### src/rtl/adder_result_accum.sv
// Sums each valid {cout, sum} result of a fixed-latency adder and emits one total per block of N_TERMS results.
// Optional feature macro ACCUM_SATURATE_EN: clamp totals at all-ones and report the clamp on out_sat.
module adder_result_accum #(
   parameter int DATA_W  = 32,
   parameter int ACC_W   = 34,
   parameter int LAT     = 2,
   parameter int N_TERMS = 4
) (
   input  logic                       clk,
   input  logic                       rst_n,
   input  logic                       op_valid,
   input  logic [DATA_W-1:0]          sum,
   input  logic                       cout,
   input  logic                       clr,
   output logic [ACC_W-1:0]           out_data,
   output logic                       out_valid,
   input  logic                       out_ready,
   output logic                       out_sat,
   output logic                       drop,
   output logic [$clog2(N_TERMS)-1:0] term_cnt
);
   localparam int CNT_W = $clog2(N_TERMS);
   localparam logic [CNT_W-1:0] LAST_TERM = CNT_W'(N_TERMS - 1);

   logic [LAT-1:0]   r_valid_line;
   logic [ACC_W-1:0] r_acc;
   logic [CNT_W-1:0] r_term_cnt;
   logic [ACC_W-1:0] r_out_data;
   logic             r_out_valid;
   logic             r_drop;

   logic             w_res_valid;
   logic             w_complete;
   logic             w_load;
   logic [ACC_W-1:0] w_addend;
   logic [ACC_W-1:0] w_total;

   assign w_res_valid = r_valid_line[LAT-1];
   assign w_addend    = ACC_W'({cout, sum});
   assign w_complete  = w_res_valid && (r_term_cnt == LAST_TERM);
   // The single output slot can take a new total if it is empty or being drained this cycle.
   assign w_load      = w_complete && (!r_out_valid || out_ready);

`ifdef ACCUM_SATURATE_EN
   logic [ACC_W:0] w_sum_full;
   logic           w_ovf;
   logic           r_blk_sat;
   logic           r_out_sat;

   assign w_sum_full = {1'b0, r_acc} + {1'b0, w_addend};
   assign w_ovf      = w_sum_full[ACC_W];
   assign w_total    = w_ovf ? '1 : w_sum_full[ACC_W-1:0];

   // Block-level clamp flag; it follows the total into the output slot only when that total is kept.
   always_ff @(posedge clk or negedge rst_n) begin
      if (!rst_n) begin
         r_blk_sat <= 1'b0;
         r_out_sat <= 1'b0;
      end else if (clr) begin
         r_blk_sat <= 1'b0;
         r_out_sat <= 1'b0;
      end else if (w_complete) begin
         r_blk_sat <= 1'b0;
         if (w_load) begin
            r_out_sat <= r_blk_sat | w_ovf;
         end
      end else if (w_res_valid && w_ovf) begin
         r_blk_sat <= 1'b1;
      end
   end

   assign out_sat = r_out_sat;
`else
   assign w_total = r_acc + w_addend;
   assign out_sat = 1'b0;
`endif

   // Valid bits ride alongside the adder pipeline so only real results are counted.
   always_ff @(posedge clk or negedge rst_n) begin
      if (!rst_n) begin
         r_valid_line <= '0;
      end else if (clr) begin
         r_valid_line <= '0;
      end else begin
         r_valid_line[0] <= op_valid;
         for (int i = 1; i < LAT; i++) begin
            r_valid_line[i] <= r_valid_line[i-1];
         end
      end
   end

   always_ff @(posedge clk or negedge rst_n) begin
      if (!rst_n) begin
         r_acc       <= '0;
         r_term_cnt  <= '0;
         r_out_data  <= '0;
         r_out_valid <= 1'b0;
         r_drop      <= 1'b0;
      end else if (clr) begin
         r_acc       <= '0;
         r_term_cnt  <= '0;
         r_out_valid <= 1'b0;
         r_drop      <= 1'b0;
      end else begin
         if (w_complete) begin
            r_acc      <= '0;
            r_term_cnt <= '0;
         end else if (w_res_valid) begin
            r_acc      <= w_total;
            r_term_cnt <= r_term_cnt + CNT_W'(1);
         end

         // The adder cannot stall, so a total arriving at a full slot is dropped.
         if (w_load) begin
            r_out_data  <= w_total;
            r_out_valid <= 1'b1;
         end else if (w_complete) begin
            r_drop <= 1'b1;
         end else if (r_out_valid && out_ready) begin
            r_out_valid <= 1'b0;
         end
      end
   end

   assign out_data  = r_out_data;
   assign out_valid = r_out_valid;
   assign drop      = r_drop;
   assign term_cnt  = r_term_cnt;

endmodule
### config.mk
export PLATFORM = sky130hd
export DESIGN_NAME = adder_result_accum
export DESIGN_NICKNAME = d
export VERILOG_FILES = /design/src/rtl/adder_result_accum.sv
export SDC_FILE = /design/constraint.sdc
export NUM_CORES = 1
export LEC_CHECK = 0
export CORE_ASPECT_RATIO = 1.1
export CORE_MARGIN = 1.5
export CORE_UTILIZATION = 54
export CTS_CLUSTER_DIAMETER = 50
export DETAILED_ROUTE_END_ITERATION = 16
export PLACE_DENSITY_LB_ADDON = 0.05
export SETUP_SLACK_MARGIN = 0.5
export SLEW_MARGIN = 10
export SYNTH_ARGS = -nofsm -noshare
export SYNTH_HDL_FRONTEND = slang
export SYNTH_SLANG_ARGS = --single-unit
### constraint.sdc
create_clock -name clk -period 2.9 [get_ports clk]
set_input_delay 0.58 -clock clk [delete_from_list [all_inputs] [get_ports clk]]
set_output_delay 0.58 -clock clk [all_outputs]
set_load 0.005 [all_outputs]
==> impl_summary.log <==
INFO  metric clock_latency = between 0.3 and 0.4 ns
INFO  metric fillerInstances = 349
INFO  metric synth-edff-count = 0
INFO  metric timing.fmax = just under 400 MHz
INFO  metric syn_nets = about 570
INFO  metric synth_largest_type_area_fraction = 0.393
INFO  metric cts_tree = yes
INFO  metric timing_worst_slew_pin_value = around 0.96 ns
INFO  metric firstDrtPassIters = 7
INFO  metric status = completed
INFO  metric io_pins = 77
INFO  metric synth-main-ff-cell = dfrtp_1
INFO  metric internal-power = around 0.0020 W
INFO  metric timing.critical_path.fanout_max = 5
INFO  metric synth_cells = between 400 and 500
INFO  metric postSynth.asyncResetShare = 1.00
INFO  metric grt_start_max_net_pins = 75
INFO  metric floorplan.rows = 35
INFO  metric drt_initial_violations = 305
INFO  metric grt_util_all_layers = 0.354
INFO  metric synth_seq_area_share = 0.393
INFO  metric timing.hold.ws = 0.366 ns
INFO  metric synth.most_common_cell = nand2_1
INFO  metric die_h = around 100 microns
INFO  metric grt_first_pass_wirelength = 25600 microns
INFO  metric final.setup.tns = 0 ns
INFO  metric cts_max_level = 3
INFO  metric post_synth_cell_types = 60
INFO  metric drc = 0
INFO  metric sw_frac_of_total = 0.312
INFO  metric place.gp.congestion = slightly above 0.9
INFO  metric initial_util = 0.561
INFO  metric viasPerCell = about 6.5
INFO  metric number_of_buffers_created_by_cts = 9
INFO  metric overflow = 0
INFO  metric design_power_total = approximately 0.0029 W
INFO  metric timing.critical_path.cells = ha_4, fa_2, a21o_1, a221oi_4, or3_4, o21ai_4, a41oi_2, xnor2_2, mux2_4
INFO  metric route.vias.total = slightly above 5000
INFO  metric synthTopCellsByArea = dfrtp_1 39%, ha_1 9.0%, nand2_1 6.7%
INFO  metric worst-setup-path-type = reg -> reg
INFO  metric cpPeakStageDelay = 0.42 ns
INFO  metric worstSetupEndpointType = flop
INFO  metric p_leak = ~3.4 nW
INFO  metric clkPwrFrac = 0.320
INFO  metric hpwl = roughly 10000 microns
INFO  metric setup_violations = 0
INFO  metric cp_data_required_time = 3.14 ns
INFO  metric clock_sinks = between 70 and 80
INFO  metric timing.final.max_slew_violations = 0
INFO  metric num_antenna_cells = 0
INFO  metric cts-hold-fix-buffers = 0
INFO  metric max_cap_violations = 0
INFO  metric largest_area_contributor_in_the_netlist = dfrtp_1
INFO  metric power_density = around 380 nW/um^2
INFO  metric critPathSlowestCell = dfrtp_1
INFO  metric hp-class = in -> async
INFO  metric grt_antenna_before_repair = 0
INFO  metric regToRegSetupSlack = ~0.34 ns
INFO  metric first_global_vias = approximately 5200
INFO  metric synth_area = ~4700 sq um
INFO  metric final_nets = approximately 750
INFO  metric drt_wl_total = roughly 19000 microns
INFO  metric slew_margin_rel = 0.357
INFO  metric ctsLongestPathBuffers = 2
INFO  metric core-area = about 8400 sq um
INFO  metric yosys_register_bits = 74
INFO  metric post_synth.cell_area_avg = 9.53 sq um
INFO  metric synth_commonest_cells = 84 x nand2_1, 74 x dfrtp_1, 39 x a21oi_1, 34 x ha_1, 31 x a22o_1
INFO  metric power_switching = between 0.0009 and 0.001 W
INFO  metric timing.final.crit_share = 0.884
INFO  metric power.ir.vdd_worst = 0.000272 V
INFO  metric sequentialPowerShare = 0.385
INFO  metric cp-start-kind = flop
INFO  metric die_area = 9300 sq um
INFO  metric root_buffer_selected_by_cts = clkbuf_8
INFO  metric rsz0062_at_grt = true
INFO  metric fin_skew = 0.0138 ns
INFO  metric post_drt_wl_per_cell = about 24 microns
INFO  metric place.port_buffers = between 70 and 80
INFO  metric worstPathArrival = about 2.8 ns
INFO  metric yosysWarnings = 0
INFO  metric clkSlewWorstSetupHoldPaths = 0.09 ns
INFO  metric layout_min_cycle_time = about 2.6 ns
INFO  metric dieWidth = slightly above 90 microns
INFO  metric antenna_left = 0
INFO  metric share_of_cells_above_drive_strength_1 = 0.417
INFO  metric reg2reg_to = out_data[28]
INFO  metric worst_r2r_path_depth = 9
INFO  metric combPwrFrac = 0.295
INFO  metric ff_to_ff_start = r_acc[0]
INFO  metric flow.area_growth_from_synthesis = 60.1%
INFO  metric final_hold_violation_count = 0
==> metrics by stage <==
step | cells | worst slack (ns) | util | area, sq um
final | 787 | 0.336 | 0.898 | 7550
after global routing | 787 | 0.242 | 0.898 | 7550
after floorplan | 495 | 0.395 | - | 4800
after CTS | 769 | 0.338 | 0.839 | 7050
after detailed placement | 739 | -0.260 | 0.738 | 6200
after global placement | 739 | -0.230 | 0.738 | 6200
==> worst max path at each step <==
stage,startpoint,endpoint,slack [ns],cells after the start
2_1_floorplan,sum[0],out_data[30],0.40,9
3_3_place_gp,sum[0],out_data[32],-0.23,10
3_5_place_dp,sum[0],out_data[30],-0.26,10
4_1_cts,r_acc[0],out_data[30],0.34,9
5_1_grt,r_acc[8],out_data[21],0.24,11
6_report,r_acc[0],out_data[28],0.34,9
==> cells by family after synthesis <==
family                   Yosys count  synth area share
adder cells (fa/ha/maj)           35            0.0945
multiplexers                      17            0.0403
AO/OA/AOI/OAI                    159             0.248
XOR/XNOR                          30            0.0557
other                              1          0.000795
AND/OR/NAND/NOR                  152             0.144
flip-flops                        74             0.393
buffers and inverters             27            0.0236
==> registers in the layout, indices dropped and copies added, names as in the netlist <==
register / count
out_data: 34
r_valid_line: 2
out_valid: 1
r_acc: 34
term_cnt: 2
drop: 1
==> cells in the final DEF, fill, tap and decap left out, drive strengths merged, types with 3 or more instances in the layout <==
cell,synthesis,routed
buf,6,115
xnor2,23,23
nand2,84,84
nor3,11,11
and3,4,4
xor2,7,7
dfrtp,74,74
mux2,16,16
inv,4,4
ha,34,34
a22o,31,31
o21a,6,6
nand4,8,8
clkdlybuf4s50,0,50
nand2b,3,3
a21boi,3,3
o211ai,7,7
and2,3,3
nand3,4,4
a21o,10,10
nor2b,4,4
clkinv,0,3
clkdlybuf4s15,0,6
nor2,23,23
dlygate4sd2,0,13
clkbuf,17,15
a21oi,40,40
or3,3,3
a211oi,6,6
o31ai,4,4
a31oi,3,3
o21ai,27,27
o21bai,4,4
==> critical path: cells and delay by family, from the launching register on <==
| kind | cells | cell delay, ns |
|---|---|---|
| AND/OR/NAND/NOR | 1 | 0.23 |
| multiplexers | 1 | 0.26 |
| AO/OA/AOI/OAI | 4 | 0.92 |
| flip-flops | 1 | 0.42 |
| adder cells (fa/ha/maj) | 2 | 0.51 |
| XOR/XNOR | 1 | 0.11 |
==> area by class of cell <==
type	instances	area, sq um	area share
clock inverter	5	78.8	0.0104
inverter	4	15.0	0.00199
tap	111	139	0.0184
sequential	74	1850	0.245
timing repair buffer	189	1620	0.214
clock buffer	10	138	0.0182
multi-input combinational	394	3710	0.491
==> what timing repair did <==
item,in CTS,in global routing
gates resized for setup,120,81
setup endpoints to repair,48,49
buffers inserted,15,18
pin swaps,72,64
==> layer usage <==
metal | share of wire | vias up | GRT usage
met4 | 0.070 | 0 | 0.196
met2 | 0.52 | 304 | 0.658
met1 | 0.35 | 2508 | 0.394
met5 | 0 | - | 0
met3 | 0.056 | 122 | 0.0377
li1 | - | 2158 | -
==> power groups by stage <==
stage | clock, W | sequential [W] | combinational (W)
detailed placement | 0 | 0.00113 | 0.000634
CTS | 0.000926 | 0.00111 | 0.000723
finish | 0.000927 | 0.00112 | 0.000856
global placement | 0 | 0.00112 | 0.000620
global route | 0.000967 | 0.00112 | 0.000900
floorplan | 0 | 0.00112 | 0.000325
Power figures use the tool's default switching activity.
